==> src/rtl/fir_axil_regs.sv <==
// AXI4-Lite control/status register file for the FIR filter: configuration
// fields, run/flush commands and a sequential coefficient-RAM write port.
module fir_axil_regs #(
   parameter int C_S_AXI_DATA_WIDTH = 32,
   parameter int C_S_AXI_ADDR_WIDTH = 9
) (
   input  logic                          clk,
   input  logic                          rst,
   input  logic [C_S_AXI_ADDR_WIDTH-1:0] S_AXI_AWADDR,
   input  logic                          S_AXI_AWVALID,
   output logic                          S_AXI_AWREADY,
   input  logic [C_S_AXI_DATA_WIDTH-1:0] S_AXI_WDATA,
   input  logic                          S_AXI_WVALID,
   output logic                          S_AXI_WREADY,
   output logic [1:0]                    S_AXI_BRESP,
   output logic                          S_AXI_BVALID,
   input  logic                          S_AXI_BREADY,
   input  logic [C_S_AXI_ADDR_WIDTH-1:0] S_AXI_ARADDR,
   input  logic                          S_AXI_ARVALID,
   output logic                          S_AXI_ARREADY,
   output logic [C_S_AXI_DATA_WIDTH-1:0] S_AXI_RDATA,
   output logic [1:0]                    S_AXI_RRESP,
   output logic                          S_AXI_RVALID,
   input  logic                          S_AXI_RREADY,
   output logic                          cfg_mode,
   output logic [3:0]                    cfg_taps,
   output logic [3:0]                    cfg_shift,
   output logic [7:0]                    cfg_delay,
   output logic [7:0]                    cfg_last_tap,
   output logic                          fir_run,
   output logic                          fir_flush,
   output logic                          coef_we,
   output logic [7:0]                    coef_addr,
   output logic [15:0]                   coef_real,
   output logic [15:0]                   coef_imag
);

   localparam int IDX_W = C_S_AXI_ADDR_WIDTH - 2;

   localparam logic [IDX_W-1:0] IDX_CONFIG  = IDX_W'(0);
   localparam logic [IDX_W-1:0] IDX_COMMAND = IDX_W'(1);
   localparam logic [IDX_W-1:0] IDX_STATUS  = IDX_W'(2);
   localparam logic [IDX_W-1:0] IDX_COEF    = IDX_W'(3);

   localparam logic [C_S_AXI_DATA_WIDTH-1:0] CMD_RUN   = C_S_AXI_DATA_WIDTH'(1);
   localparam logic [C_S_AXI_DATA_WIDTH-1:0] CMD_STOP  = C_S_AXI_DATA_WIDTH'(2);
   localparam logic [C_S_AXI_DATA_WIDTH-1:0] CMD_RSTP  = C_S_AXI_DATA_WIDTH'(3);
   localparam logic [C_S_AXI_DATA_WIDTH-1:0] CMD_FLUSH = C_S_AXI_DATA_WIDTH'(8);

   typedef struct packed {
      logic       mode;
      logic [3:0] taps;
      logic [3:0] shift;
      logic [7:0] delay;
      logic [7:0] last_tap;
   } cfg_t;

   // Write channel state
   logic             awready_q, awready_d;
   logic [IDX_W-1:0] awidx_q, awidx_d;
   logic             bvalid_q, bvalid_d;
   // Read channel state
   logic                          arready_q, arready_d;
   logic [IDX_W-1:0]              aridx_q, aridx_d;
   logic                          rvalid_q, rvalid_d;
   logic [C_S_AXI_DATA_WIDTH-1:0] rdata_q, rdata_d;
   logic [C_S_AXI_DATA_WIDTH-1:0] rd_word;
   // Register file state
   cfg_t        cfg_q, cfg_d;
   logic        fir_run_q, fir_run_d;
   logic        fir_flush_q, fir_flush_d;
   logic [7:0]  coef_ptr_q, coef_ptr_d;
   logic        coef_full_q, coef_full_d;
   logic        coef_ovf_q, coef_ovf_d;
   logic        coef_we_q, coef_we_d;
   logic [7:0]  coef_addr_q, coef_addr_d;
   logic [15:0] coef_real_q, coef_real_d;
   logic [15:0] coef_imag_q, coef_imag_d;

   logic wr_start, wr_fire, rd_start, rd_fire;

   // Byte-lane bits of the addresses carry no information for word registers.
   logic unused_addr_bits;
   assign unused_addr_bits = ^{S_AXI_AWADDR[1:0], S_AXI_ARADDR[1:0]};

   assign wr_start = S_AXI_AWVALID && S_AXI_WVALID && !awready_q && !bvalid_q;
   assign wr_fire  = awready_q && S_AXI_AWVALID && S_AXI_WVALID;
   assign rd_start = S_AXI_ARVALID && !arready_q && !rvalid_q;
   assign rd_fire  = arready_q && S_AXI_ARVALID;

   always_comb begin
      awready_d   = 1'b0;
      awidx_d     = awidx_q;
      bvalid_d    = bvalid_q;
      cfg_d       = cfg_q;
      fir_run_d   = fir_run_q;
      fir_flush_d = 1'b0;
      coef_ptr_d  = coef_ptr_q;
      coef_full_d = coef_full_q;
      coef_ovf_d  = coef_ovf_q;
      coef_we_d   = 1'b0;
      coef_addr_d = coef_addr_q;
      coef_real_d = coef_real_q;
      coef_imag_d = coef_imag_q;

      // The address is captured as AWREADY rises; later AWADDR changes are ignored.
      if (wr_start) begin
         awready_d = 1'b1;
         awidx_d   = S_AXI_AWADDR[C_S_AXI_ADDR_WIDTH-1:2];
      end
      if (bvalid_q && S_AXI_BREADY) bvalid_d = 1'b0;

      if (wr_fire) begin
         bvalid_d = 1'b1;
         case (awidx_q)
            IDX_CONFIG: begin
               cfg_d.mode     = S_AXI_WDATA[31];
               cfg_d.taps     = S_AXI_WDATA[30:27];
               cfg_d.shift    = S_AXI_WDATA[26:23];
               cfg_d.delay    = S_AXI_WDATA[22:15];
               cfg_d.last_tap = S_AXI_WDATA[7:0];
               coef_ptr_d     = 8'd0;
               coef_full_d    = 1'b0;
               coef_ovf_d     = 1'b0;
            end
            IDX_COMMAND: begin
               case (S_AXI_WDATA)
                  CMD_RUN:   if (coef_full_q) fir_run_d = 1'b1;
                  CMD_STOP:  fir_run_d = 1'b0;
                  CMD_RSTP: begin
                     coef_ptr_d  = 8'd0;
                     coef_full_d = 1'b0;
                     coef_ovf_d  = 1'b0;
                     fir_run_d   = 1'b0;
                  end
                  CMD_FLUSH: fir_flush_d = 1'b1;
                  default: ;
               endcase
            end
            IDX_COEF: begin
               if (coef_ptr_q <= cfg_q.last_tap) begin
                  coef_we_d   = 1'b1;
                  coef_addr_d = coef_ptr_q;
                  coef_real_d = S_AXI_WDATA[31:16];
                  coef_imag_d = S_AXI_WDATA[15:0];
                  if (coef_ptr_q == cfg_q.last_tap) coef_full_d = 1'b1;
                  if (coef_ptr_q != 8'hFF) coef_ptr_d = coef_ptr_q + 8'd1;
               end else begin
                  coef_ovf_d = 1'b1;
               end
            end
            default: ;
         endcase
      end
   end

   always_comb begin
      rd_word = '0;
      case (aridx_q)
         IDX_CONFIG: rd_word = {cfg_q.mode, cfg_q.taps, cfg_q.shift, cfg_q.delay,
                                7'd0, cfg_q.last_tap};
         IDX_STATUS: rd_word = {fir_run_q, 21'd0, coef_full_q, coef_ovf_q, coef_ptr_q};
         default:    rd_word = '0;
      endcase
   end

   // Read data is captured from pre-edge state, so a concurrent write is not visible.
   always_comb begin
      arready_d = 1'b0;
      aridx_d   = aridx_q;
      rvalid_d  = rvalid_q;
      rdata_d   = rdata_q;
      if (rd_start) begin
         arready_d = 1'b1;
         aridx_d   = S_AXI_ARADDR[C_S_AXI_ADDR_WIDTH-1:2];
      end
      if (rvalid_q && S_AXI_RREADY) rvalid_d = 1'b0;
      if (rd_fire) begin
         rvalid_d = 1'b1;
         rdata_d  = rd_word;
      end
   end

   always_ff @(posedge clk) begin
      if (rst) begin
         awready_q   <= 1'b0;
         awidx_q     <= '0;
         bvalid_q    <= 1'b0;
         arready_q   <= 1'b0;
         aridx_q     <= '0;
         rvalid_q    <= 1'b0;
         rdata_q     <= '0;
         cfg_q       <= '0;
         fir_run_q   <= 1'b0;
         fir_flush_q <= 1'b0;
         coef_ptr_q  <= 8'd0;
         coef_full_q <= 1'b0;
         coef_ovf_q  <= 1'b0;
         coef_we_q   <= 1'b0;
         coef_addr_q <= 8'd0;
         coef_real_q <= 16'd0;
         coef_imag_q <= 16'd0;
      end else begin
         awready_q   <= awready_d;
         awidx_q     <= awidx_d;
         bvalid_q    <= bvalid_d;
         arready_q   <= arready_d;
         aridx_q     <= aridx_d;
         rvalid_q    <= rvalid_d;
         rdata_q     <= rdata_d;
         cfg_q       <= cfg_d;
         fir_run_q   <= fir_run_d;
         fir_flush_q <= fir_flush_d;
         coef_ptr_q  <= coef_ptr_d;
         coef_full_q <= coef_full_d;
         coef_ovf_q  <= coef_ovf_d;
         coef_we_q   <= coef_we_d;
         coef_addr_q <= coef_addr_d;
         coef_real_q <= coef_real_d;
         coef_imag_q <= coef_imag_d;
      end
   end

   assign S_AXI_AWREADY = awready_q;
   assign S_AXI_WREADY  = awready_q;
   assign S_AXI_BRESP   = 2'b00;
   assign S_AXI_BVALID  = bvalid_q;
   assign S_AXI_ARREADY = arready_q;
   assign S_AXI_RDATA   = rdata_q;
   assign S_AXI_RRESP   = 2'b00;
   assign S_AXI_RVALID  = rvalid_q;

   assign cfg_mode     = cfg_q.mode;
   assign cfg_taps     = cfg_q.taps;
   assign cfg_shift    = cfg_q.shift;
   assign cfg_delay    = cfg_q.delay;
   assign cfg_last_tap = cfg_q.last_tap;
   assign fir_run      = fir_run_q;
   assign fir_flush    = fir_flush_q;
   assign coef_we      = coef_we_q;
   assign coef_addr    = coef_addr_q;
   assign coef_real    = coef_real_q;
   assign coef_imag    = coef_imag_q;

endmodule

==> config.mk <==
export PLATFORM = sky130hd
export DESIGN_NAME = fir_axil_regs
export DESIGN_NICKNAME = d
export VERILOG_FILES = /design/src/rtl/fir_axil_regs.sv
export SDC_FILE = /design/constraint.sdc
export NUM_CORES = 1
export LEC_CHECK = 0
export BUFFER_PORTS_ARGS = -buffer_cell sky130_fd_sc_hd__buf_4
export CAP_MARGIN = 20
export CELL_PAD_IN_SITES_DETAIL_PLACEMENT = 1
export CELL_PAD_IN_SITES_GLOBAL_PLACEMENT = 1
export CORE_MARGIN = 2
export CORE_UTILIZATION = 37
export DETAILED_ROUTE_END_ITERATION = 10
export GPL_ROUTABILITY_DRIVEN = 0
export PLACE_DENSITY = 0.88
export SLEW_MARGIN = 40
export SYNTH_ARGS = -nofsm -noshare
export SYNTH_HDL_FRONTEND = slang
export SYNTH_SLANG_ARGS = --single-unit
==> constraint.sdc <==
create_clock -name clk -period 2.5 [get_ports clk]
set_input_delay 0.125 -clock clk [delete_from_list [all_inputs] [get_ports clk]]
set_output_delay 0.125 -clock clk [all_outputs]
set_load 0.1 [all_outputs]
# Word-level counts from Yosys, hierarchy flattened
# Cells that the tools add are included.
# W data, S select, Z words.
totals:
  out_inout_bits: 109
  ff_bits: 128
  in_bits: 57
op_classes:
  bitwise: 3
  n_lt_le_gt_ge: 1
  n_mux: 21
  n_addsub: 1
  n_reduce_logical: 29
  n_eq_ne: 15
op_table:
  columns: ["operator", "count"]
  rows:
  - ["$eq A32 B2 Y1 const B", 2]
  - ["$pmux W32 S2", 1]
  - ["$eq A32 B1 Y1 const B", 1]
  - ["$eq A32 B4 Y1 const B", 1]
  - ["$mux W8", 3]
  - ["$pmux W8 S3", 1]
  - ["$eq A7 B2 Y1 const B", 2]
  - ["$logic_not A7 Y1", 2]
  - ["$mux W1", 13]
  - ["$logic_and A1 B1 Y1", 10]
  - ["$ne A2 B2 Y1 const B", 5]
  - ["$reduce_and A5 Y1", 2]
  - ["$add A8 B1 Y8 const B", 1]
  - ["$eq A8 B8 Y1", 1]
  - ["$le A8 B8 Y1", 1]
  - ["$ne A8 B8 Y1 const B", 1]
  - ["$reduce_and A4 Y1", 2]
  - ["$eq A7 B1 Y1 const B", 1]
  - ["$pmux W1 S3", 2]
  - ["$reduce_bool A2 Y1", 3]
  - ["$reduce_or A3 Y1", 2]
  - ["$logic_not A1 Y1", 4]
  - ["$not A1 Y1", 3]
  - ["$reduce_and A3 Y1", 1]
  - ["other kinds (5)", 5]

# Logic depth before layout (Yosys ltp)
# Gate-level depths: netlist (run 1).
logic_depth:
  ltp_word: 4
  ltp_mapped: 9

# Worst setup path before layout (run 1)
# OpenSTA, ideal clock, no wires.
synth_path:
  path_type: "register to register"
  from: "register cfg_q, in the netlist cfg_last_tap[7]"
  to: "register coef_imag_q[10], in the netlist coef_imag[10]"
  t_arrival_ns: 2.708
  t_required_ns: 2.372
  setup_time_ns: 0.128
  n_path_buf: 1
  path_slack_ns: -0.336
  path_stages_with_launch: 10
  cell_sequence: "dfxtp_1 -> inv_1 -> ha_1 -> nand4_1 -> nor2_1 -> nor2_1 -> nor3_1 -> buf_2 -> mux2i_1 -> nor2_1"
synth_between:
  elab_chain_len: 2
synth_rtl:
  columns: ["element", "line", "source"]
  rows:
  - ["start, declared", "69", "cfg_t cfg_q, cfg_d;"]
  - ["start signal, assigned", "211", "cfg_q <= cfg_d;"]
  - ["$le A8 B8 Y1", "141", "if (coef_ptr_q <= cfg_q.last_tap) begin"]
  - ["$reduce_and A3 Y1 (no line)", null, null]
  - ["end signal, assigned", "220", "coef_imag_q <= coef_imag_d;"]
  - ["end, declared", "78", "logic [15:0] coef_imag_q, coef_imag_d;"]
# Every way passes these cells.
# A chain may end at the register's enable or synchronous reset.

# Final worst setup path (run 1)
layout_path:
  from: "register cfg_q, in the netlist cfg_last_tap[1]"
  to: "register coef_imag_q[15], in the netlist coef_imag[15]"
# Same word-level chain as after synthesis.

==> results of run 1 <==
## cell usage after synthesis (all sizes together)
cell | instances | area (um2)
nor3 | 12 | 71.3
and4 | 1 | 8.76
nand4 | 6 | 37.5
or4b | 1 | 10.0
clkbuf | 21 | 78.8
a22oi | 16 | 120
a31o | 2 | 17.5
a21bo | 1 | 10.0
a21o | 2 | 15.0
or2 | 1 | 6.26
or3 | 3 | 23.8
ha | 9 | 113
nand3 | 18 | 103
o41ai | 1 | 27.5
a211oi | 3 | 22.5
nor2b | 2 | 12.5
buf | 21 | 133
inv | 16 | 60.1
mux2 | 2 | 22.5
a31oi | 5 | 31.3
or4 | 2 | 15.0
mux2i | 79 | 791
a311o | 4 | 40.0
o211ai | 1 | 7.51
a21oi | 21 | 105
dfxtp | 123 | 2460
nand2b | 5 | 31.3
a311oi | 1 | 8.76
nor2 | 104 | 390
nor3b | 2 | 20.0
and2 | 2 | 13.8
o21a | 1 | 7.51
and3 | 3 | 18.8
conb | 1 | 3.75
nor4 | 10 | 75.1
o21ai | 14 | 70.1
nand2 | 25 | 93.8
o31ai | 3 | 37.5
## power by group
part | leakage, nW | total [mW] | internal, mW | switching (mW)
sequential | 0.997 | 2.00 | 1.98 | 0.0230
clock | 0.283 | 2.48 | 1.59 | 0.895
combinational | 2.01 | 0.433 | 0.162 | 0.270
## layout make-up
cell class	instances	area, um2	area share, %
inverters	16	60.1	0.794
clock buffers	21	450	5.95
well taps	176	220	2.91
repair buffers	220	1790	23.7
flip-flops and latches	123	2470	32.7
multi-input cells	371	2420	32.0
clock inverters	11	145	1.92
## critical path: cells and delay by family, from the launching register on
kind | cells | cell delay, ns
AO/OA/AOI/OAI | 2 | 0.47
flip-flops | 1 | 0.34
AND/OR/NAND/NOR | 3 | 0.47
buffers and inverters | 3 | 0.45
multiplexers | 1 | 0.24
adder cells (fa/ha/maj) | 1 | 0.32
## sequential cells by signal, summed over array words and instances (netlist names), 4 cells and up
name and count:
S_AXI_RDATA 27, cfg_taps 4, awidx_q 7, coef_addr 8, coef_ptr_q 8, cfg_last_tap 8
cfg_shift 4, aridx_q 7, coef_imag 16, cfg_delay 8, coef_real 16
## per-layer routing
layer  part of all wire, %  global-route usage [%]  vias to the layer above
met3                   6.2                    7.02                       45
met1                    38                    28.1                     2446
met2                    52                    45.0                      202
met4                   2.9                    12.7                        0
li1                      -                       -                     2294
met5                     0                       0                        -
## per-stage QoR
stage / TNS [ns] / utilization [%] / power [mW]
6_report: 0 / 56.7 / 4.92
2_1_floorplan: 0 / - / 2.28
5_1_grt: -0.153 / 56.7 / 5.10
4_1_cts: 0 / 56.2 / 4.95
3_3_place_gp: 0 / 48.4 / 2.39
3_5_place_dp: 0 / 48.4 / 2.41
## logic make-up after synthesis
logic type / share of synthesized area [%]
AOI/OAI and AO/OA: 10.2
adders and majority gates: 2.20
buffers and inverters: 5.31
DFF: 48.1
muxes: 15.9
other: 0.0733
and+or+nand+nor: 18.2
## worst max path at each step
stage / cells past startpoint / from / to / slack [ns]
2_1_floorplan: 9 / cfg_last_tap[7] / coef_imag[10] / 0.002
5_1_grt: 10 / cfg_last_tap[6] / coef_real[9] / -0.02
4_1_cts: 9 / cfg_last_tap[6] / coef_imag[0] / 0.03
3_5_place_dp: 8 / S_AXI_WDATA[4] / coef_ovf_q / 0.07
3_3_place_gp: 8 / S_AXI_WDATA[4] / coef_ptr_q[5] / 0.21
6_report: 10 / cfg_last_tap[1] / coef_imag[15] / 0.08
## repair_timing
action                     CTS  global route
setup endpoints to repair    0            46
hold endpoints to repair    59             1
setup buffers                0             3
resized for setup            0             4
hold buffers                44             1
==> results.tsv, run 1 <==
metric	value	unit
slowest_stage	dfxtp_2	
drive_gt1_share	30.6	%
stdcell_count	938	
critPathCaptureType	flop	
hpwl	11.7	mm
power_density	650	nW/um2
final.min_clock_period	2.42	ns
clk_path_buf_depth	2	
outcome	complete, no violations	
grt_usage	25.5	%
cts.sinks	123	
fmax	414	MHz
netlist_area	5110	um2
yosysSeqAreaShare	48.1	%
worst_pin_slew	0.778	ns
cts_tree	yes	
crit_arrival	2.69	ns
dp_cells	857	
die_y	122	um
n_antenna_cell	0	
reg2reg_depth	10	
vias	4987	
start_util	38.3	%
io_buffers	152	
core.rowCount	42	
drtIter0Drc	224	
p_leak	3.29	nW
clk_pin_slew	0.06	ns
avgSynthCellArea	9.40	um2
pin_count	166	
crit_type	flop to flop	
netlist_instances	544	
clock_latency	0.43	ns
fillers	1523	
cts-root-buf	clkbuf_16	
wl_per_cell	20.0	um
fin_area	7570	um2
path_cells	inv_1 -> ha_1 -> nor2b_1 -> o211ai_1 -> a211oi_1 -> nor3_2 -> buf_4 -> clkbuf_16 -> mux2i_1 -> nor2_1	
worstPathMaxFanout	14	
place_ws	0.0673	ns
min-delay-start	S_AXI_WDATA[29]	
dpl_cell_area	6470	um2
die_area	14800	um2
timing.hold.ws	0.0131	ns
r2r_end	coef_imag[15]	
critPathRequiredTime	2.78	ns
synth_cell_types	47	
grt_pass1_wl	28.8	mm
ir_drop	429	uV
drc	0	
startpoint_type	flop	
die_x	122	um
period_share	96.6	%
yosys_warnings	0	
layout_commonest_cell	buf_4	
whs_path_depth	3	
final_cell_mix	171 x buf_4, 114 x dfxtp_1, 103 x nor2_1	
cts_max_level	4	
reg2reg_slack	0.08	ns
viasPerCell	5.32	
r2r_start	cfg_last_tap[1]	
grt_overflow	0	
whs_endpoint	cfg_taps[2]	
drv_cap	0	
ant_nets	0	
slew_violations	0	
skew	0.0221	ns
timing.final.ws_setup	0.0844	ns
min_path_type	input pin to flop	
antenna_found_initial	0	
max_stage_delay	0.34	ns
finalSetupViolations	0	
grt_max_degree	83	
timing.final.hold_violations	0	
synth.ff_latch_count	123	
drt_first_pass_iters	4	
design.core.area	13300	um2
totalWireLength	18.8	mm
area_growth	47.9	%
max_slew_margin	48.1	%
grt_pass1_vias	5483	
cts_buffers	17	
nets	815	
Note: power is estimated with default switching activity, not from simulation.
==> run 2, diff against run 1 <==
Settings changed: CORE_UTILIZATION 37 to 39, CTS_BUF_LIST from default to sky130_fd_sc_hd__clkbuf_8, PLACE_DENSITY 0.88 to 0.91.
==> run 2 against run 1 <==
- global-route usage grew 0.88 points
- via count shrank 1.3%
- die area shrank 5.0%
- setup slack lost 0.014 ns
- critical endpoint is now coef_real[1]
- largest cell class unchanged
- sequential share of layout area grew 0.35 points
- total power shrank 9.6%
- clock skew shrank 0.0047 ns
- non-clock buffer count grew 5
- design area shrank 1.1%
- utilization grew 2.2 points
- critical path depth is the same
- clock power shrank 19%
- largest power group unchanged
==> results.tsv, run 2 (synthesis gave the netlist of run 1 again) <==
metric	value	unit
wl_per_cell	19.9	um
fmax	412	MHz
slew_violations	0	
dp_cells	853	
dpl_cell_area	6460	um2
sequentialPowerShare	45.0	%
cts_buffers	17	
worst_pin_slew	0.730	ns
drv_cap	0	
grt_pass1_wl	28.9	mm
min_path_type	input pin to flop	
cts_tree	yes	
antenna_found_initial	0	
crit_arrival	2.74	ns
area_growth	46.4	%
cp.depth	10	
ant_nets	0	
wl_met2	9.83	mm
maxUsedRoutingLayer	met4	
timing.final.hold_violations	0	
r2r_start	cfg_last_tap[7]	
grt_max_degree	81	
clk_path_buf_depth	2	
max_stage_delay	0.36	ns
ir_drop	364	uV
crit_buf_inv	3	
cts.sinks	123	
core.rowCount	41	
grt_pass1_vias	5390	
worstPathMaxFanout	14	
power_density	594	nW/um2
drc	0	
clock_latency	0.46	ns
totalWireLength	18.7	mm
grt_overflow	0	
vias	4924	
crit_type	flop to flop	
startpoint_type	flop	
die_x	119	um
die_y	119	um
drive_gt1_share	30.7	%
nets	820	
stdcell_count	938	
outcome	complete, no violations	
die_area	14000	um2
switching_share	25.0	%
power_frac_clock	45.1	%
p_sw	1.11	mW
cts-root-buf	clkbuf_8	
crit_family	simple AND/OR/NAND/NOR gates	
period_share	97.2	%
clk_pin_slew	0.08	ns
largest_register_ffs	27	
finalSetupViolations	0	
viasPerCell	5.25	
fillers	1446	
hpwl	12.2	mm
skew	0.0174	ns
wl_met1	7.16	mm
drt_first_pass_iters	4	
r2r_end	coef_real[1]	
endpoint	coef_real[1]	
finish.utilization	58.8	%
grt_usage	26.4	%
reg2reg_depth	10	
max_slew_margin	51.3	%
critPathRequiredTime	2.81	ns
reg2reg_slack	0.07	ns
layout_commonest_cell	buf_4	
p_comb_share	9.9	%
n_antenna_cell	0	
internal-power	3.34	mW
fin_area	7490	um2
cts_max_level	4	
io_buffers	152	
final.min_clock_period	2.43	ns
critPathCaptureType	flop	
p_leak	3.25	nW
start_util	40.2	%
design.core.area	12700	um2
slowest_stage	dfxtp_2	
finalSetupTns	0	ns
pin_count	166	
final_cell_mix	172 x buf_4, 114 x dfxtp_1, 103 x nor2_1	
startpoint	cfg_last_tap[7]	
drtIter0Drc	274	
path_cells	inv_1 -> ha_1 -> nand4_1 -> nor2_4 -> a211oi_1 -> nor3_4 -> buf_4 -> buf_6 -> mux2i_1 -> nor2_1	
met3_length	1.21	mm
==> run 2: cell types whose count changed in the layout (fill, tap and decap cells not counted), moves of 2 or more <==
cell / change
clkbuf_1: -3
buf_6: -2
clkbuf_16: -17
dlygate4sd3_1: +5
clkbuf_8: +20
clkinv_2: -3
==> run 2: power by group through the flow <==
stage | sequential [mW] | clock (mW) | combinational [mW]
floorplan | 2.08 | 0 | 0.200
global placement | 2.04 | 0 | 0.350
detailed placement | 2.05 | 0 | 0.363
CTS | 2.00 | 2.04 | 0.429
global route | 2.00 | 2.11 | 0.464
finish | 2.00 | 2.01 | 0.440
==> run 2: repair_timing <==
item / 4_1_cts / 5_1_grt
pin swaps: 0 / 2
gates cloned: 0 / 1
hold buffers: 50 / 0
buffers inserted: 0 / 2
setup endpoints to repair: 5 / 49
endpoints found under the hold margin: 70 / 0
resized for setup: 1 / 4
==> run 2: layer usage <==
| metal | up-vias | track usage [%] |
|---|---|---|
| met5 | - | 0 |
| met4 | 0 | 11.7 |
| met3 | 38 | 7.87 |
| met2 | 179 | 48.3 |
| met1 | 2407 | 27.6 |
| li1 | 2300 | - |
==> run 2: how the worst min path moves through the flow <==
| stage | start | to | slack (ns) | cells after the start |
|---|---|---|---|---|
| final | rst | S_AXI_RDATA[6] | 0.02 | 2 |
| after global routing | rst | S_AXI_RDATA[6] | 0.01 | 2 |
| after CTS | rst | awidx_q[5] | 0.22 | 2 |
| after detailed placement | S_AXI_AWADDR[3] | awidx_q[1] | 0.37 | 3 |
| after global placement | S_AXI_AWADDR[2] | awidx_q[0] | 0.36 | 3 |
| after floorplan | S_AXI_AWVALID | S_AXI_AWREADY | 0.26 | 2 |
==> run 2: cell type report <==
class / count / area, um2 / share of cell area [%]
timing repair buffer: 225 / 1850 / 24.7
clock buffer: 21 / 289 / 3.86
inverter: 16 / 60.1 / 0.802
clock inverter: 10 / 164 / 2.19
multi-input combinational: 371 / 2440 / 32.5
tap: 172 / 215 / 2.87
sequential: 123 / 2470 / 33.0
==> run 2: per-stage QoR <==
| step | hold WS [ns] | power (mW) | worst slack [ns] |
|---|---|---|---|
| 6_report | 0.0206 | 4.45 | 0.0700 |
| 5_1_grt | 0.0150 | 4.58 | -0.0289 |
| 4_1_cts | 0.217 | 4.47 | 0.0454 |
| 3_5_place_dp | 0.369 | 2.41 | 0.0161 |
| 3_3_place_gp | 0.363 | 2.39 | 0.212 |
| 2_1_floorplan | 0.262 | 2.28 | 0.00158 |
==> run 3, diff against run 2 <==
Settings changed: HOLD_SLACK_MARGIN from default to 0.05.
==> run 3 against run 2 <==
- utilization up 0.079 points
- via count rose by 0.43%
- largest power group unchanged
- total power about the same
- first-iteration DRC count grew 6.2%
- die area did not move
- clock skew shrank 0.0029 ns
- critical path type unchanged
- wire length down 0.19%
- sequential power is essentially flat
- critical endpoint is now coef_real[9]
==> results.tsv, run 3 (synthesis gave the netlist of run 1 again) <==
metric	value	unit
clk_pin_slew	0.08	ns
drive_gt1_share	30.6	%
grt_pass1_wl	28.9	mm
sequentialPowerShare	45.0	%
timing.final.ws_setup	0.0732	ns
skew	0.0145	ns
dpl_cell_area	6460	um2
crit_buf_inv	3	
area_growth	46.6	%
grt_overflow	0	
grt_pass1_vias	5390	
cts_buffers	17	
reg2reg_slack	0.07	ns
design.core.area	12700	um2
n_antenna_cell	0	
outcome	complete, no violations	
clk_path_buf_depth	2	
dp_cells	853	
core.rowCount	41	
layout_commonest_cell	buf_4	
period_share	97.1	%
crit_family	simple AND/OR/NAND/NOR gates	
die_x	119	um
grt_max_degree	81	
p_sw	1.11	mW
power_frac_clock	45.1	%
fmax	412	MHz
clock_latency	0.46	ns
startpoint_type	flop	
power_density	593	nW/um2
critPathCaptureType	flop	
switching_share	25.0	%
p_comb_share	9.9	%
finalSetupViolations	0	
final.min_clock_period	2.43	ns
ant_nets	0	
drv_cap	0	
cts.sinks	123	
totalWireLength	18.7	mm
p_leak	3.26	nW
io_buffers	152	
fillers	1447	
die_y	119	um
drt_first_pass_iters	4	
wl_per_cell	19.9	um
drc	0	
fin_area	7500	um2
total_power	4.45	mW
worst_pin_slew	0.729	ns
final_cell_mix	172 x buf_4, 114 x dfxtp_1, 103 x nor2_1	
critPathRequiredTime	2.84	ns
cts-root-buf	clkbuf_8	
slowest_stage	dfxtp_2	
pin_count	166	
cts_tree	yes	
place_ws	0.0161	ns
worstPathMaxFanout	15	
slew_violations	0	
max_stage_delay	0.36	ns
min_path_type	input pin to flop	
crit_arrival	2.77	ns
path_cells	inv_1 -> ha_1 -> nand4_1 -> nor2_4 -> a211oi_1 -> nor3_4 -> buf_4 -> clkbuf_16 -> mux2i_1 -> nor2_1	
cts_max_level	4	
ir_drop	364	uV
drtIter0Drc	291	
internal-power	3.34	mW
timing.final.hold_violations	0	
grt_usage	26.4	%
max_slew_margin	51.3	%
start_util	40.2	%
crit_type	flop to flop	
largest_register_ffs	27	
stdcell_count	939	
vias	4945	
hpwl	12.2	mm
antenna_found_initial	0	
die_area	14000	um2
viasPerCell	5.27	
nets	821	
==> run 3: tightest hold or removal path, cell delays in order <==
cell and delay (ns):
buf_4 0.12, and2_1 0.26, nand3_1 0.11, a21oi_1 0.06
==> run 3: per-stage QoR <==
step                      hold WS, ns  utilization [%]  TNS [ns]
after floorplan                 0.262                -         0
after global placement          0.363             50.8         0
after detailed placement        0.369             50.8         0
after CTS                       0.217             58.3         0
after global routing            0.277             58.9   -0.0521
final                           0.269             58.9         0
==> run 3: final timing paths <==
path,from,endpoint,cells after the start
setup / recovery,cfg_last_tap[7],coef_real[9],10
hold / removal,S_AXI_ARVALID,S_AXI_RDATA[31],4
setup reg to reg,cfg_last_tap[7],coef_real[9],10
hold reg to reg,S_AXI_AWREADY,S_AXI_AWREADY,1
==> run 3: repair_timing <==
action | 4_1_cts | 5_1_grt
pin swaps | 0 | 2
gates cloned | 0 | 1
gates resized for setup | 1 | 4
hold buffers | 50 | 1
setup buffers | 0 | 2
endpoints found under the setup margin | 5 | 49
endpoints found under the hold margin | 74 | 4
==> run 3: power groups by stage <==
| stage | registers (mW) | logic [mW] | clock network (mW) |
|---|---|---|---|
| finish | 2.00 | 0.441 | 2.01 |
| global route | 2.00 | 0.466 | 2.11 |
| CTS | 2.00 | 0.429 | 2.04 |
| detailed placement | 2.05 | 0.363 | 0 |
| global placement | 2.04 | 0.350 | 0 |
| floorplan | 2.08 | 0.200 | 0 |
==> run 3: area by class of cell <==
cell class                 count  area, um2  area share [%]
timing repair buffer         226       1860            24.8
clock inverter                10        164            2.19
sequential                   123       2470            33.0
inverter                      16       60.1           0.801
multi-input combinational    371       2440            32.5
clock buffer                  21        289            3.86
tap                          172        215            2.87
==> run 3: routing by layer <==
| metal | vias up | wire length (um) | GRT usage, % |
|---|---|---|---|
| met5 | - | 0 | 0 |
| met4 | 0 | 549 | 11.7 |
| met3 | 39 | 1230 | 7.87 |
| met2 | 176 | 9790 | 48.3 |
| met1 | 2426 | 7110 | 27.6 |
| li1 | 2304 | - | - |
